[src/rtl/alu_pkg.sv]
// Shared ALU result types: opcode encodings, packed flag word and queue entry layout.
package alu_pkg;

    typedef enum logic [2:0] {
        OP_ADD = 3'b000,
        OP_SUB = 3'b001,
        OP_AND = 3'b010,
        OP_OR  = 3'b011,
        OP_XOR = 3'b100,
        OP_SLT = 3'b101
    } alu_op_e;

    typedef struct packed {
        logic z;
        logic n;
        logic c;
        logic v;
    } alu_flags_t;

    typedef struct packed {
        alu_op_e    op;
        logic [31:0] y;
        alu_flags_t flags;
    } alu_entry_t;

endpackage

[src/rtl/alu_res_fifo.sv]
// Storage and pointer logic for the ALU result queue: registered-occupancy FIFO, no bypass.
module alu_res_fifo #(
    parameter int unsigned DEPTH = 4,
    parameter int unsigned W     = 39
) (
    input  logic                         clk,
    input  logic                         rst,
    input  logic                         i_wr_valid,
    output logic                         o_wr_ready,
    input  logic [W-1:0]                 i_wr_data,
    output logic                         o_rd_valid,
    input  logic                         i_rd_ready,
    output logic [W-1:0]                 o_rd_data,
    output logic [$clog2(DEPTH+1)-1:0]   o_count
);

    localparam int unsigned PTR_W = $clog2(DEPTH);
    localparam int unsigned CNT_W = $clog2(DEPTH + 1);

    logic [W-1:0]     r_mem [DEPTH];
    logic [PTR_W-1:0] r_wr_ptr;
    logic [PTR_W-1:0] r_rd_ptr;
    logic [CNT_W-1:0] r_count;
    logic             w_push;
    logic             w_pop;

    // Handshake readiness depends only on registered occupancy, never on i_rd_ready.
    assign o_wr_ready = (r_count != CNT_W'(DEPTH));
    assign o_rd_valid = (r_count != '0);
    assign w_push     = i_wr_valid && o_wr_ready;
    assign w_pop      = o_rd_valid && i_rd_ready;
    assign o_rd_data  = r_mem[r_rd_ptr];
    assign o_count    = r_count;

    always_ff @(posedge clk) begin
        if (w_push && !rst) begin
            r_mem[r_wr_ptr] <= i_wr_data;
        end
    end

    always_ff @(posedge clk or posedge rst) begin
        if (rst) begin
            r_wr_ptr <= '0;
            r_rd_ptr <= '0;
            r_count  <= '0;
        end else begin
            if (w_push) begin
                r_wr_ptr <= r_wr_ptr + PTR_W'(1);
            end
            if (w_pop) begin
                r_rd_ptr <= r_rd_ptr + PTR_W'(1);
            end
            case ({w_push, w_pop})
                2'b10:   r_count <= r_count + CNT_W'(1);
                2'b01:   r_count <= r_count - CNT_W'(1);
                default: r_count <= r_count;
            endcase
        end
    end

endmodule

[src/rtl/alu_result_queue.sv]
// ALU result queue top: entry packing around alu_res_fifo plus optional sticky carry/overflow.
// Define ALU_RESULT_QUEUE_STICKY_EN to add sticky_c/sticky_v/sticky_clr.
module alu_result_queue
    import alu_pkg::*;
#(
    parameter int unsigned DEPTH = 4,
    parameter int unsigned OP_W  = 3
) (
    input  logic                        clk,
    input  logic                        rst,
    input  logic                        in_valid,
    output logic                        in_ready,
    input  logic [OP_W-1:0]             in_op,
    input  logic [31:0]                 in_y,
    input  logic [3:0]                  in_flags,
    output logic                        out_valid,
    input  logic                        out_ready,
    output logic [OP_W-1:0]             out_op,
    output logic [31:0]                 out_y,
    output logic [3:0]                  out_flags,
`ifdef ALU_RESULT_QUEUE_STICKY_EN
    output logic                        sticky_c,
    output logic                        sticky_v,
    input  logic                        sticky_clr,
`endif
    output logic [$clog2(DEPTH+1)-1:0]  count
);

    localparam int unsigned ENT_W = OP_W + 32 + 4;

    logic [ENT_W-1:0] w_wr_data;
    logic [ENT_W-1:0] w_rd_data;

    assign w_wr_data = {in_op, in_y, in_flags};
    assign {out_op, out_y, out_flags} = w_rd_data;

    alu_res_fifo #(
        .DEPTH (DEPTH),
        .W     (ENT_W)
    ) u_fifo (
        .clk        (clk),
        .rst        (rst),
        .i_wr_valid (in_valid),
        .o_wr_ready (in_ready),
        .i_wr_data  (w_wr_data),
        .o_rd_valid (out_valid),
        .i_rd_ready (out_ready),
        .o_rd_data  (w_rd_data),
        .o_count    (count)
    );

`ifdef ALU_RESULT_QUEUE_STICKY_EN
    alu_flags_t w_in_flags;
    logic       w_arith_push;
    logic       r_sticky_c;
    logic       r_sticky_v;

    assign w_in_flags   = alu_flags_t'(in_flags);
    assign w_arith_push = in_valid && in_ready &&
                          ((in_op == OP_W'(OP_ADD)) || (in_op == OP_W'(OP_SUB)));

    // A qualifying set on the same edge as sticky_clr leaves the bit at 1.
    always_ff @(posedge clk or posedge rst) begin
        if (rst) begin
            r_sticky_c <= 1'b0;
            r_sticky_v <= 1'b0;
        end else begin
            r_sticky_c <= (r_sticky_c && !sticky_clr) || (w_arith_push && w_in_flags.c);
            r_sticky_v <= (r_sticky_v && !sticky_clr) || (w_arith_push && w_in_flags.v);
        end
    end

    assign sticky_c = r_sticky_c;
    assign sticky_v = r_sticky_v;
`endif

endmodule

[config.mk]
export PLATFORM = sky130hd
export DESIGN_NAME = alu_result_queue
export DESIGN_NICKNAME = d
export VERILOG_FILES = /design/src/rtl/alu_pkg.sv /design/src/rtl/alu_res_fifo.sv /design/src/rtl/alu_result_queue.sv
export SDC_FILE = /design/constraint.sdc
export NUM_CORES = 1
export LEC_CHECK = 0
export ABC_AREA = 1
export BUFFER_PORTS_ARGS = -buffer_cell sky130_fd_sc_hd__buf_2
export CAP_MARGIN = 15
export CORE_UTILIZATION = 30
export CTS_BUF_LIST = sky130_fd_sc_hd__clkbuf_2
export DETAILED_ROUTE_END_ITERATION = 8
export GPL_ROUTABILITY_DRIVEN = 0
export SYNTH_ARGS = -nofsm -noshare
export SYNTH_HDL_FRONTEND = slang
export SYNTH_SLANG_ARGS = --single-unit
[constraint.sdc]
create_clock -name clk -period 5.1 [get_ports clk]
set_clock_uncertainty 0.05 [all_clocks]
set_input_delay 0.255 -clock clk [delete_from_list [all_inputs] [get_ports clk]]
set_output_delay 0.255 -clock clk [all_outputs]
set_load 0.01 [all_outputs]
==> After elaboration in Yosys (flattened, before gate mapping) <==
Memories as Yosys holds them, arrays and structs flattened.
Index checks and enable logic that the tools add are counted.
Widths: inputs -> output; s select.
{ "word_totals": {"mem_bits_rw": 156, "mem_count": 1, "output_inout_bits": 44, "inputBits": 43, "latch_bits": 0, "ff_bits": 7, "mem_bits_ro": 0, "word_cells": 20} }
{ "mem_list": {"columns": ["name", "depth", "word_bits", "rd", "rd_clocked_by_memory_dff", "wr", "line_no", "rtl"], "rows": [
  ["u_fifo.r_mem", 4, 39, 1, 0, 1, "alu_res_fifo.sv:20", "logic [W-1:0] r_mem [DEPTH];"]
]} }
{ "op_classes": {"bitwise": 0, "mux": 3, "eq_ne": 3, "n_reduce_logical": 6, "shifts": 0, "magnitude_cmp": 0, "addsub": 4, "multipliers": 0, "div_mod_pow": 0} }
{ "op_table": {"columns": ["operator", "count"], "rows": [
  ["$pmux 3 s2", 1],
  ["$add 2x1->2 const B", 2],
  ["$add 3x1->3 const B", 1],
  ["$logic_and 1x1->1", 3],
  ["$ne 3x3->1 const B", 1],
  ["$reduce_bool 3->1", 1],
  ["$sub 3x1->3 const B", 1],
  ["$eq 2x1->1 const B", 1],
  ["$eq 2x2->1 const B", 1],
  ["$mux 1", 2],
  ["$reduce_bool 2->1", 1],
  ["$logic_not 1->1", 1]
]} }

==> Logic depth before layout (Yosys ltp) <==
{ "depth": {"ltp_word": 5, "ltp_mapped": 12, "depth_no_buf": 12} }

==> Worst setup path after synthesis <==
No wires, ideal clock.
{ "synth_path": {"path_type": "reg-to-reg", "from": "register u_fifo.r_count[0] (netlist: u_fifo.o_count[0])", "to": "memory u_fifo.r_mem[0][0], enable pin", "n_path_buf": 0, "synth_period_minus_slack_ps": 3012, "path_slack_ps": 2088, "t_required_ps": 4615, "setup_time_ps": 435, "t_arrival_ps": 2527, "path_stages_with_launch": 5, "path_cell_list": "dfrtp_1 inv_1 nand3_1 nand3_1 nor2_1"} }
{ "synth_between": {"elab_chain_cells": 5} }
{ "synth_lines": {"columns": ["element", "line_no", "rtl"], "rows": [
  ["from (decl)", "alu_res_fifo.sv:23", "logic [CNT_W-1:0] r_count;"],
  ["from (signal assigned)", "alu_res_fifo.sv:54", "2'b10: r_count <= r_count + CNT_W'(1);"],
  ["from (signal assigned)", "alu_res_fifo.sv:55", "2'b01: r_count <= r_count - CNT_W'(1);"],
  ["from (signal assigned)", "alu_res_fifo.sv:56", "default: r_count <= r_count;"],
  ["$ne 3x3->1", "alu_res_fifo.sv:28", "assign o_wr_ready = (r_count != CNT_W'(DEPTH));"],
  ["via in_ready", "alu_result_queue.sv:12", "output logic in_ready,"],
  ["$logic_and 1x1->1", "alu_res_fifo.sv:30", "assign w_push = i_wr_valid && o_wr_ready;"],
  ["$logic_and 1x1->1", "alu_res_fifo.sv:36", "if (w_push && !rst) begin"],
  ["$mux 1", "alu_res_fifo.sv:36", null],
  ["$mux 1 (not written as such)", "alu_res_fifo.sv:37", "r_mem[r_wr_ptr] <= i_wr_data;"],
  ["to (decl)", "alu_res_fifo.sv:20", null]
]} }
The timed path passes the listed nets, and every way through them passes these cells.

==> Worst setup path in the final report <==
{ "layout_path": {"from": "register u_fifo.r_rd_ptr[0]", "to": "output port out_y[10]"} }
{ "layout_between": {"elab_chain_cells": 1} }
{ "layout_lines": {"columns": ["element", "line_no", "rtl"], "rows": [
  ["from (decl)", "alu_res_fifo.sv:22", "logic [PTR_W-1:0] r_rd_ptr;"],
  ["from (signal assigned)", "alu_res_fifo.sv:51", "r_rd_ptr <= r_rd_ptr + PTR_W'(1);"],
  ["$mem_v2 4x39", null, null],
  ["to (decl)", "alu_result_queue.sv:19", "output logic [31:0] out_y,"]
]} }
No other way between the ends.

==> summary.md <==
| Metric | Value |
|---|---|
| Post-synthesis register bit count | 163 |
| DR WL met3 | 668 um |
| Antenna Nets Post-Route | 0 |
| Multi-input logic area | 0.00128 sq mm |
| Die Area | 0.0229 sq mm |
| Syn Inst Count | 517 |
| TritonCTS Buffers | 17 |
| Wire length on met1 | 5790 um |
| Vias per Instance | 4.29 |
| Row count | 54 |
| Data required, critical path | 4.80 ns |
| Slew margin rel. | 35.0% |
| Worst-path fanout max | 107 |
| Maximum VDD drop | 0.000292 V |
| Clock sink count | 163 |
| Die H | 151 um |
| Cell variety after synth | 17 |
| Routed len/inst | 14.3 um |
| Gr ovfl total | 0 |
| Synth Net Count | 566 |
| CORE AREA | 0.0218 sq mm |
| Storage element area | 0.00486 sq mm |
| DRC | 0 |
| CP startpoint kind | flip-flop |
| Wire length of the first global-routing pass | 20800 um |
| # diodes | 0 |
| Setup WS post-layout | 1.89 ns |
| Via count | 4021 |
| Final wirelength | 13400 um |
| Status | finished, final reports clean |
| Clk buf depth | 2 |
| Period utilization | 62.9% |
| Mean Syn Cell Area | 12.9 sq um |
| H-tree depth | 4 |
| Mapped cell area | 0.00668 sq mm |
| Crit path DAT | 2.90 ns |
| Core Util, Final | 36.7% |
| GRT Resource Usage Total | 12.4% |
| Max-slew violation count | 0 |
| Reg clk slew, reported paths | 0.23 ns |
| Sequential element share of the synthesized area | 72.7% |
| Uppermost layer routed | met4 |
| CP Class | reg -> out |
| Antenna violations before repair | 0 |
| Layout cells sized above 1 | 19.2% |
| DRT Pass-1 Iters | 5 |
| Iter 0 DRT Violations | 224 |
| Worst-margin pin slew | 0.975 ns |
| Area Growth Syn to Fin | 19.9% |
| Final net count | 693 |
| Top Ports | 87 |
| Final Hold Fails | 0 |
| Cell area power density | 474 mW/mm^2 |
| Initial Util | 30.6% |
| Root buf cell | clkbuf_2 |
| LEAKAGE | 3.24 nW |
| Met2 Wirelength | 6750 um |
| # port buffers | 86 |
| Setup TNS | 0 ns |
| CTS tree | done |
| Clk_lat worst skew | 0.67 ns |
| Post-DP HPWL | 7960 um |
| Fill cell count | 2152 |
| Vias in the first global route | 3928 |
| Synth warn | 0 |
| Overall power | 3.80 mW |
| Largest net degree at the start of global routing | 108 |
| Pre-CTS WS | 2.60 ns |
| Postcts setup bufs | 0 |
| Horiz. Die Dim | 151 um |
| Tmin final | 3.21 ns |
| Peak Freq | 312 MHz |
| RSZ-0062 raised after global routing | false |
| Finish-stage setup viols | 0 |
| Hold Crit Class | in -> reg |
| Maxcap violations | 0 |
| Crit. End Element | primary output |
==> worst paths after layout <==
check | startpoint | end | slack, ns | depth (start not counted)
max | u_fifo.r_rd_ptr[0] | out_y[10] | 1.89 | 6
min | in_y[22] | u_fifo.r_mem[0][26] | 0.25 | 2
max reg2reg | u_fifo.o_count[0] | u_fifo.r_mem[3][10] | 2.94 | 5
min reg2reg | u_fifo.o_count[0] | u_fifo.o_count[0] | 0.49 | 1
max in group asynchronous | rst | u_fifo.r_rd_ptr[1] | 4.20 | 4
min in group asynchronous | rst | u_fifo.o_count[1] | 0.54 | 4
==> power by group <==
group / leakage [nW] / internal [mW] / switching, mW
Clock: 0.162 / 0.322 / 0.420
Combinational: 1.58 / 0.463 / 0.853
Sequential: 1.50 / 1.63 / 0.107
Total: 3.24 / 2.42 / 1.38
==> registers in the layout, indices dropped and copies added, names as in the netlist <==
register         count
u_fifo.r_mem       156
u_fifo.r_wr_ptr      2
u_fifo.o_count       3
u_fifo.r_rd_ptr      2
==> cell type report <==
| type | count | share of cell area [%] |
|---|---|---|
| Tap cell | 280 | 4.38 |
| Clock inverter | 12 | 2.03 |
| Sequential cell | 163 | 60.7 |
| Multi-Input combinational cell | 233 | 15.9 |
| Inverter | 95 | 4.48 |
| Clock buffer | 20 | 1.25 |
| Timing Repair Buffer | 134 | 11.2 |
==> Yosys cell counts <==
cell type,count,area [sq um]
edfxtp_1,156,4680
nand2_1,134,503
inv_1,94,353
o211ai_1,78,586
buf_6,15,169
nand3_1,8,40.0
dfrtp_1,7,175
buf_2,6,30.0
ha_1,5,62.6
clkbuf_1,4,15.0
nor2_1,4,15.0
clkbuf_2,1,5.00
fa_1,1,20.0
inv_2,1,3.75
nand4_1,1,6.26
o21ai_0,1,5.00
xnor2_1,1,8.76
==> repair_timing <==
item | 4_1_cts | 5_1_grt
hold buffers | 43 | 0
resized for setup | 0 | 0
endpoints found under the setup margin | 0 | 0
hold endpoints to repair | 167 | 0
==> metrics by stage <==
step	std cells	hold slack (ns)	instance area, sq um
after floorplan	517	0.0167	6680
after CTS	937	0.179	8010
after global placement	862	0.179	7310
after global routing	937	0.157	8010
after detailed placement	862	0.188	7310
final	937	0.254	8010
==> routing by layer <==
metal  up-vias  GRT usage, %
li1       2038             -
met3         8          3.22
met1      1869          14.6
met2       106          21.8
met5         -             0
met4         0          4.30
==> cells by family (layout without fill, tap and decap cells) <==
kind of cell	Yosys count	count (layout)	share of synthesized area, %
flops	163	163	72.7
simple gates	147	147	8.45
buf+inv	121	261	8.61
compound gates	79	79	8.84
fa+ha+maj	6	6	1.24
xor+xnor	1	1	0.131
==> cell usage in the layout (no fill, tap or decap), drive strengths merged, types with 4 or more instances in the layout <==
cell         synthesis  routed
buf                 21      91
bufinv               0       4
clkbuf               5      20
clkinv               0       8
dfrtp                7       7
dlygate4sd3          0      43
edfxtp             156     156
ha                   5       5
inv                 95      95
nand2              134     134
nand3                8       8
nor2                 4       4
o211ai              78      78
==> critical path, stage by stage, from the launching register on <==
cell	delay (ns)
dfrtp_1	0.46
inv_4	0.69
buf_4	0.56
nand2_1	0.09
o211ai_1	0.10
nand2_1	0.12
buf_2	0.16
No activity file was read; power rests on OpenSTA's default activity.
